$ cat src/rtl/ram_wartend_if.sv
// ram_wartend_if: request/response bundle between a load/store unit and ram_wartend.
// Optional AdressFehler signal present only when RAM_ADRESSPRUEFUNG_EN is defined.
interface ram_wartend_if #(
  parameter int unsigned WORDSIZE = 32,
  parameter int unsigned WORDS    = 32
);
  localparam int unsigned AW = $clog2(WORDS);

  logic                  LesenAn;
  logic                  SchreibenAn;
  logic [WORDSIZE/8-1:0] ByteAn;
  logic [WORDSIZE-1:0]   DatenRein;
  logic [AW-1:0]         Adresse;
  logic [WORDSIZE-1:0]   DatenRaus;
  logic                  DatenBereit;
  logic                  DatenGeschrieben;
  logic                  Beschaeftigt;
`ifdef RAM_ADRESSPRUEFUNG_EN
  logic                  AdressFehler;
`endif

  modport master (
    output LesenAn, SchreibenAn, ByteAn, DatenRein, Adresse,
    input  DatenRaus, DatenBereit, DatenGeschrieben, Beschaeftigt
`ifdef RAM_ADRESSPRUEFUNG_EN
    , input AdressFehler
`endif
  );

  modport slave (
    input  LesenAn, SchreibenAn, ByteAn, DatenRein, Adresse,
    output DatenRaus, DatenBereit, DatenGeschrieben, Beschaeftigt
`ifdef RAM_ADRESSPRUEFUNG_EN
    , output AdressFehler
`endif
  );
endinterface

$ cat src/rtl/ram_wartend.sv
// ram_wartend: single-port word RAM with configurable wait states, byte write
// enables, busy flag and one-cycle completion pulses.
// Optional macro RAM_ADRESSPRUEFUNG_EN adds the AdressFehler pulse for Adresse >= WORDS.
module ram_wartend #(
  parameter int unsigned WORDSIZE    = 32,
  parameter int unsigned WORDS       = 32,
  parameter int unsigned WARTEZYKLEN = 0
) (
  input  logic          Clock,
  input  logic          Reset,
  ram_wartend_if.slave  bus
);
  localparam int unsigned AW = $clog2(WORDS);
  localparam int unsigned NB = WORDSIZE / 8;

  typedef enum logic {BEREIT, WARTEN} zustand_t;

  zustand_t            zustand, zustandNext;
  logic [7:0]          zaehler, zaehlerNext;

  logic                latLesen, latSchreiben;
  logic [NB-1:0]       latByteAn;
  logic [WORDSIZE-1:0] latDaten;
  logic [AW-1:0]       latAdresse;

  logic                anfrage;
  logic                uebernehmen;
  logic                zugriff;
  logic                accLesen, accSchreiben;
  logic [NB-1:0]       accByteAn;
  logic [WORDSIZE-1:0] accDaten;
  logic [AW-1:0]       accAdresse;
  logic                imBereich;

  logic [WORDSIZE-1:0] daten [WORDS] = '{default: '0};

  assign anfrage      = bus.LesenAn | bus.SchreibenAn;
  assign imBereich    = 32'(accAdresse) < WORDS;
  assign bus.Beschaeftigt = (zustand == WARTEN);

  // Next-state logic; selects either the live request (no wait states) or the
  // latched one (end of WARTEN) as the access performed at this edge.
  always_comb begin
    zustandNext  = zustand;
    zaehlerNext  = zaehler;
    uebernehmen  = 1'b0;
    zugriff      = 1'b0;
    accLesen     = bus.LesenAn;
    accSchreiben = bus.SchreibenAn;
    accByteAn    = bus.ByteAn;
    accDaten     = bus.DatenRein;
    accAdresse   = bus.Adresse;
    case (zustand)
      BEREIT: begin
        if (anfrage) begin
          if (WARTEZYKLEN == 0) begin
            zugriff = 1'b1;
          end else begin
            uebernehmen = 1'b1;
            zaehlerNext = 8'(WARTEZYKLEN - 1);
            zustandNext = WARTEN;
          end
        end
      end
      WARTEN: begin
        accLesen     = latLesen;
        accSchreiben = latSchreiben;
        accByteAn    = latByteAn;
        accDaten     = latDaten;
        accAdresse   = latAdresse;
        if (zaehler == '0) begin
          zugriff     = 1'b1;
          zustandNext = BEREIT;
        end else begin
          zaehlerNext = zaehler - 8'd1;
        end
      end
      default: zustandNext = BEREIT;
    endcase
  end

  // State register and wait counter.
  always_ff @(posedge Clock) begin
    if (Reset) begin
      zustand <= BEREIT;
      zaehler <= '0;
    end else begin
      zustand <= zustandNext;
      zaehler <= zaehlerNext;
    end
  end

  // Capture the accepted request for a delayed access.
  always_ff @(posedge Clock) begin
    if (uebernehmen) begin
      latLesen     <= bus.LesenAn;
      latSchreiben <= bus.SchreibenAn;
      latByteAn    <= bus.ByteAn;
      latDaten     <= bus.DatenRein;
      latAdresse   <= bus.Adresse;
    end
  end

  // Byte-masked memory write; a reset edge aborts any access.
  always_ff @(posedge Clock) begin
    if (!Reset && zugriff && accSchreiben && imBereich) begin
      for (int unsigned i = 0; i < NB; i++) begin
        if (accByteAn[i]) daten[accAdresse][8*i +: 8] <= accDaten[8*i +: 8];
      end
    end
  end

  // Registered read data (pre-write word) and completion pulses.
  always_ff @(posedge Clock) begin
    if (Reset) begin
      bus.DatenRaus        <= '0;
      bus.DatenBereit      <= 1'b0;
      bus.DatenGeschrieben <= 1'b0;
    end else begin
      bus.DatenBereit      <= zugriff & accLesen;
      bus.DatenGeschrieben <= zugriff & accSchreiben;
      if (zugriff && accLesen) bus.DatenRaus <= imBereich ? daten[accAdresse] : '0;
    end
  end

`ifdef RAM_ADRESSPRUEFUNG_EN
  // Address error pulse aligned with the completion pulses.
  always_ff @(posedge Clock) begin
    if (Reset) bus.AdressFehler <= 1'b0;
    else       bus.AdressFehler <= zugriff & ~imBereich;
  end
`endif
endmodule

$ cat src/flat_wrapper.sv
// flat-port wrapper written by rule: the top's interface ports become plain ports
module ram_wartend_flat 
#(
  parameter int unsigned WORDSIZE    = 32,
  parameter int unsigned WORDS       = 32,
  parameter int unsigned WARTEZYKLEN = 0
)
  (Clock, Reset, bus_LesenAn, bus_SchreibenAn, bus_ByteAn, bus_DatenRein, bus_Adresse, bus_DatenRaus, bus_DatenBereit, bus_DatenGeschrieben, bus_Beschaeftigt);
  ram_wartend_if #(.WORDSIZE(WORDSIZE), .WORDS(WORDS)) bus_i ();
  input  logic Clock;
  input  logic Reset;
  input wire logic [$bits(bus_i.LesenAn)-1:0] bus_LesenAn;
  input wire logic [$bits(bus_i.SchreibenAn)-1:0] bus_SchreibenAn;
  input wire logic [$bits(bus_i.ByteAn)-1:0] bus_ByteAn;
  input wire logic [$bits(bus_i.DatenRein)-1:0] bus_DatenRein;
  input wire logic [$bits(bus_i.Adresse)-1:0] bus_Adresse;
  output wire logic [$bits(bus_i.DatenRaus)-1:0] bus_DatenRaus;
  output wire logic [$bits(bus_i.DatenBereit)-1:0] bus_DatenBereit;
  output wire logic [$bits(bus_i.DatenGeschrieben)-1:0] bus_DatenGeschrieben;
  output wire logic [$bits(bus_i.Beschaeftigt)-1:0] bus_Beschaeftigt;
  assign bus_i.LesenAn = bus_LesenAn;
  assign bus_i.SchreibenAn = bus_SchreibenAn;
  assign bus_i.ByteAn = bus_ByteAn;
  assign bus_i.DatenRein = bus_DatenRein;
  assign bus_i.Adresse = bus_Adresse;
  assign bus_DatenRaus = bus_i.DatenRaus;
  assign bus_DatenBereit = bus_i.DatenBereit;
  assign bus_DatenGeschrieben = bus_i.DatenGeschrieben;
  assign bus_Beschaeftigt = bus_i.Beschaeftigt;
  ram_wartend #(.WORDSIZE(WORDSIZE), .WORDS(WORDS), .WARTEZYKLEN(WARTEZYKLEN)) u_core (.Clock(Clock), .Reset(Reset), .bus(bus_i));
endmodule
$ cat config.mk
export PLATFORM = sky130hd
export DESIGN_NAME = ram_wartend_flat
export DESIGN_NICKNAME = d
export VERILOG_FILES = /design/src/rtl/ram_wartend_if.sv /design/src/rtl/ram_wartend.sv /design/src/flat_wrapper.sv
export SDC_FILE = /design/constraint.sdc
export NUM_CORES = 1
export LEC_CHECK = 0
export BUFFER_PORTS_ARGS = -buffer_cell sky130_fd_sc_hd__buf_2
export CORE_MARGIN = 2
export CORE_UTILIZATION = 40
export DETAILED_ROUTE_END_ITERATION = 16
export GPL_TIMING_DRIVEN = 1
export RECOVER_POWER = 25
export SLEW_MARGIN = 10
export SYNTH_ARGS = -nofsm -noshare
export SYNTH_HDL_FRONTEND = slang
export SYNTH_SLANG_ARGS = --single-unit
export TNS_END_PERCENT = 30
$ cat constraint.sdc
create_clock -name Clock -period 2.6 [get_ports Clock]
set_input_delay 0 -clock Clock [delete_from_list [all_inputs] [get_ports Clock]]
set_output_delay 0 -clock Clock [all_outputs]
set_load 0.02 [all_outputs]
## Word level (Yosys, flattened, before mapping)

Memories as Yosys holds them, arrays and structs flattened. A register that Yosys moved wholly into a read port is not among the register bits.
Index checks and enable logic that the tools add are counted.

| storage, ports and cells | value |
|---|---|
| flip-flop bits (word level) | 11 |
| memory bits (writable) | 1024 |
| bits of input ports | 45 |
| logic and storage cells | 41 |
| memories kept | 1 |

| cells by class | value |
|---|---|
| add/sub/neg operators | 1 |
| equal/unequal tests | 1 |
| muxes and demuxes | 24 |
| bitwise gates (word level) | 4 |
| reductions and logical operators | 6 |

Memory list:

| memory | depth | bits a word | rd ports | clocked after memory_dff | wr ports | line | source |
|---|---|---|---|---|---|---|---|
| u_core.daten | 32 | 32 | 1 | 1 | 1 | ram_wartend.sv:35 | `logic [WORDSIZE-1:0] daten [WORDS] = '{default: '0};` |

Operators by type and width:

| cell | count |
|---|---|
| 2-to-1 mux 32 bit | 1 |
| 2-to-1 mux 1 bit | 17 |
| 2-to-1 mux 8 bit | 2 |
| logical NOT 8 bit | 1 |
| subtractor 8 x 1 -> 8 bit, second input constant | 1 |
| 2-to-1 mux 5 bit | 1 |
| 2-to-1 mux 4 bit | 1 |
| one-hot mux 1 bit (2 select lines) | 2 |
| logical AND 1 bit | 3 |
| AND 1 bit | 2 |
| != test 2 bit, second input constant | 1 |
| AND reduction 2 bit | 1 |
| logical NOT 1 bit | 1 |
| inverter 1 bit | 1 |
| bitwise OR 1 bit | 1 |

## Longest topological paths before layout

| depth | value |
|---|---|
| depth in word-level cells | 7 |
| mapped depth | 9 |
| mapped depth without buffers | 7 |

## Worst setup path before layout

No wires, ideal clock.

| timing | value |
|---|---|
| kind | reg-to-reg |
| start point | register u_core.zaehler[2] |
| end point | memory u_core.daten[10][0], enable pin |
| setup time | 0.370 ns |
| data arrival time | 1.872 ns |
| path slack | 0.358 ns |
| stages on the path, launching flop included | 7 |
| clock period less this slack | 2.242 ns |
| cells stage by stage | dfxtp_1 -> nor4_2 -> a21boi_1 -> nor3b_2 -> nand2_1 -> clkbuf_1 -> nor2_1 |

| between the ends | value |
|---|---|
| word-level cells in the longest chain between the ends | 7 |

RTL lines:

| what | line | source |
|---|---|---|
| start: declaration | ram_wartend.sv:19 | `logic [7:0] zaehler, zaehlerNext;` |
| start signal: assignment | ram_wartend.sv:89 | `zaehler <= zaehlerNext;` |
| logical NOT 8 bit | ram_wartend.sv:71 | `if (zaehler == '0) begin` |
| 2-to-1 mux 1 bit | ram_wartend.sv:71 |  |
| one-hot mux 1 bit (2 select lines) | ram_wartend.sv:53 | `case (zustand)` |
| logical AND 1 bit (2 in a row) | ram_wartend.sv:106 | `if (!Reset && zugriff && accSchreiben && imBereich) begin` |
| 2-to-1 mux 1 bit | ram_wartend.sv:106 |  |
| 2-to-1 mux 1 bit (implied by the code) | ram_wartend.sv:108 | `if (accByteAn[i]) daten[accAdresse][8*i +: 8] <= accDaten[8*i +: 8];` |
| end: declaration | ram_wartend.sv:35 |  |

Every way passes these cells.

## Worst setup path after layout

| timing | value |
|---|---|
| start point | register u_core.zaehler[0] |
| end point | memory u_core.daten[1][21], enable pin |

Same word-level chain as after synthesis.

==> impl_metrics.csv <==
group,metric,value,unit
drt,antenna_left,0,
grt,antenna_found_initial,2,
floorplanning,initial_utilization,40.30,%
synth,synth-edff-count,1024,
synth,synth_top_family_by_area,"multiplexers",
grt,grt.total_usage,20.62,%
clock_network,clockBufferDepth,3,
synth,synth_top_flop_cell,"edfxtp_1",
grt,grt_pass1_vias,22040,
drt,vias,22045,
synth,syn_area_per_cell,19.13,sq um
worst_hold_path,hold_end,"u_core.daten[8][27]$_DFFE_PP_",
drt,wl_per_cell,27.45,um
power,p_per_area,753.1,nW/um^2
critical_path,cp_max_fo,32,
sta,post-route-period-util,95.83,%
final_layout,most-common-layout-cells,"edfxtp_1 (1024), mux2i_1 (260), buf_4 (239)",
worst_hold_path,hold_class,"input pin to flip-flop",
power,p_comb_share,5.0,%
synth,synth-simple-area-share,3.716,%
clock_network,numCtsBuffers,107,
place,placed_cell_area,44600,sq um
power,power_frac_clock,43.1,%
critical_path,cp_data_arrival_time,2.79,ns
critical_path,crit_chain,"inv_1 -> ha_1 -> nor3b_2 -> a21boi_1 -> nor3b_2 -> buf_4 -> nand2_1 -> buf_12 -> nor2_1",
critical_path,path_buf_inv,3,
power,p_total,36.61,mW
sta,rsz0062_at_grt,"yes",
worst_hold_path,hold_start,"bus_ByteAn[3]",
synth,async_flop_share,0,%
floorplanning,row_count,117,
grt,grt_max_degree,47,
synth,synth.distinct_cells,48,
final_layout,syn2layout_area_growth,18.74,%
synth,ys_ff_latch,1067,
critical_path,critical_path.most_common_cell,"nor3b_2",
sta,worst_slew_pin_slew,1.789,ns
sta,period_needed,2.491,ns
final_layout,nets,2536,
drt,drt_wl_total,108400,um
critical_path,critPathRequiredTime,2.90,ns
sta,fmax,0.4014,GHz
clock_network,cts.sinks,1067,
power,leakagePower,16.29,nW
final_layout,drive_above_1_share,25.06,%
floorplanning,core-area,101600,sq um
critical_path,r2r_slack,0.11,ns
final_layout,multi_input_comb_area,8722,sq um
final_layout,nFillCells,8423,
synth,muxShareOfSynthArea,13.31,%
critical_path,startpoint_type,"flip-flop",
synth,syn_nets,2187,
synth,netlist_area,40950,sq um
floorplanning,pin_count,80,
floorplanning,fp.dieH,323.9,um
clock_network,cts_tree,"yes",
power,irDropWorstVdd,0.0005579,V
place,dpl.hpwl,71230,um
outcome,status,"finished, violations left",
power,p_int,28.93,mW
drt,drc,0,
synth,ys_seq_area_share,77.20,%
final_layout,final_common_cell,"edfxtp_1",
drt,drt-initial-drc-count,2627,
grt,grt_overflow,0,
clock_network,root_buffer,"clkbuf_16",
final_layout,design_area,48620,sq um
clock_network,cts.clk_slew.worst_paths,0.06,ns
sta,max_slew_margin,-19.26,%
final_layout,regArea,31610,sq um
worst_hold_path,min_path_cells,4,
floorplanning,die_area,104900,sq um
critical_path,end_kind,"flip-flop",
place,place_congestion,0.8864,
drt,avgViaCountPerCell,5.580,
critical_path,critical_path_class,"flip-flop to flip-flop",
critical_path,reg2reg_from,"u_core.zaehler[0]$_SDFFE_PP0P_",
clock_network,worstSkewPairLatency,0.67,ns
power,p_sw_share,20.98,%
clock_network,cts-htree-levels,3,
synth,synthesis.instances,2140,
power,switchingPower,7.681,mW
critical_path,r2r_cells,9,
outcome,violations,"capacitance limit, slew limit",
grt,grt_pass1_wl,155800,um
synth,synth-xor-area-share,0.1497,%
sta,hold_viol_final,0,
synth,synth_compound_area_share,3.841,%
critical_path,cpPeakStageDelay,0.57,ns
critical_path,cp_top_family,"simple AND/OR/NAND/NOR gates",
synth,yosys.area_share.adder,0.06112,%
critical_path,rr_endpoint,"u_core.daten[1][21]$_DFFE_PP_",
sta,finalMaxSlewViolations,627,
synth,yosys_warnings,0,
sta,fin_tns_setup,0,ns
sta,finalSetupViolCount,0,
power,pwr-share-seq,51.9,%
drt,drt_pass1_iterations,5,
final_layout,post-route-util,47.86,%
run,maxCapViolCount,19,
place,io_buffers,79,
floorplanning,die_w,323.9,um
sta,fin_skew,0.01874,ns
critical_path,cp_slowest_cell,"nor2_1",
-- tightest hold or removal path, cell delays in order --
cell,delay [ns]
buf_2,0.14
nand2_1,0.11
buf_12,0.20
nor2_1,0.10
-- cell families (layout without fill, tap and decap cells) --
logic type,count (synthesis),count (layout)
xor+xnor,7,7
compound gates,228,228
buf+inv,136,578
flops,1067,1067
other cells,0,1
fa+ha+maj,2,2
simple gates,313,313
mux,387,387
-- per-layer routing --
metal  track usage (%)  vias to the layer above  part of all wire [%]
li1                  -                     9431                     -
met2             33.15                      946                    48
met5                 0                        -                 0.012
met3             3.971                      136                   7.6
met4             4.558                        2                   2.0
met1             29.26                    11530                    42
-- cell type report --
cell class              instances  share of cell area, %
multi-input cells             937                  17.94
inverters                       2                0.01544
repair buffers                374                  6.055
diodes                          1               0.005147
clock buffers                 130                  5.790
well taps                    1368                  3.520
flip-flops and latches       1067                  65.01
clock inverters                72                  1.660
-- registers in the layout, summed over array words and instances, names as in the netlist --
signal / count
u_core.daten: 1024
u_core.bus.DatenGeschrieben: 1
u_core.bus.DatenRaus: 32
u_core.bus.Beschaeftigt: 1
u_core.zaehler: 8
u_core.bus.DatenBereit: 1
-- what timing repair did --
action,4_1_cts,5_1_grt
gates resized for setup,1,24
gates cloned,0,0
hold buffers,36,0
hold endpoints to repair,1000,0
endpoints found under the setup margin,8,331
buffers inserted,0,0
-- cells in the mapped netlist, drive strengths merged, types with 2 or more instances --
cell	count	share of area, %
a211o	3	0.064
buf	87	1.3
ha	2	0.061
edfxtp	1024	75
a22oi	59	1.1
nand4bb	5	0.14
o22ai	130	2.0
a21oi	2	0.024
inv	2	0.018
nand2	38	0.35
nor4	31	0.49
clkbuf	47	0.43
nand4b	6	0.14
and3	29	0.44
nor3	3	0.049
nand3	2	0.024
dfxtp	43	2.1
and3b	3	0.064
nor2b	5	0.076
or4b	2	0.058
nor2	175	1.6
nor3b	4	0.098
nand3b	2	0.037
xor2	6	0.13
mux2i	260	6.4
and2	2	0.031
nand2b	2	0.031
a211oi	29	0.58
mux4	126	6.9
a311oi	3	0.064
-- how the worst max path moves through the flow --
stage / from / endpoint / depth (start not counted) / slack (ns)
CTS: u_core.zaehler[0]$_SDFFE_PP0P_ / u_core.daten[26][3]$_DFFE_PP_ / 9 / 0.01
global placement: u_core.zaehler[0]$_SDFFE_PP0P_ / u_core.daten[17][2]$_DFFE_PP_ / 10 / 0.12
global route: u_core.zaehler[0]$_SDFFE_PP0P_ / u_core.daten[24][20]$_DFFE_PP_ / 9 / -0.08
finish: u_core.zaehler[0]$_SDFFE_PP0P_ / u_core.daten[1][21]$_DFFE_PP_ / 9 / 0.11
detailed placement: u_core.zaehler[0]$_SDFFE_PP0P_ / u_core.daten[26][2]$_DFFE_PP_ / 9 / 0.02
floorplan: u_core.zaehler[2]$_SDFFE_PP0P_ / u_core.daten[10][0]$_DFFE_PP_ / 6 / 0.36
-- stage by stage --
stage	std cells	hold slack, ns	setup slack [ns]
CTS	3950	0.01991	0.01173
global placement	3712	0.4158	0.1201
detailed placement	3712	0.4083	0.01679
finish	3951	0.05506	0.1085
floorplan	2140	0.09887	0.3580
global route	3950	0.05972	-0.08328
-- power by group through the flow --
stage	clock network, mW	registers, mW	logic, mW
3_5_place_dp	0	19.4	1.82
4_1_cts	16.0	19.0	1.86
2_1_floorplan	0	19.4	0.864
5_1_grt	16.7	19.0	1.96
6_report	15.8	19.0	1.84
3_3_place_gp	0	19.3	1.80
(Power assumes the default switching activity.)
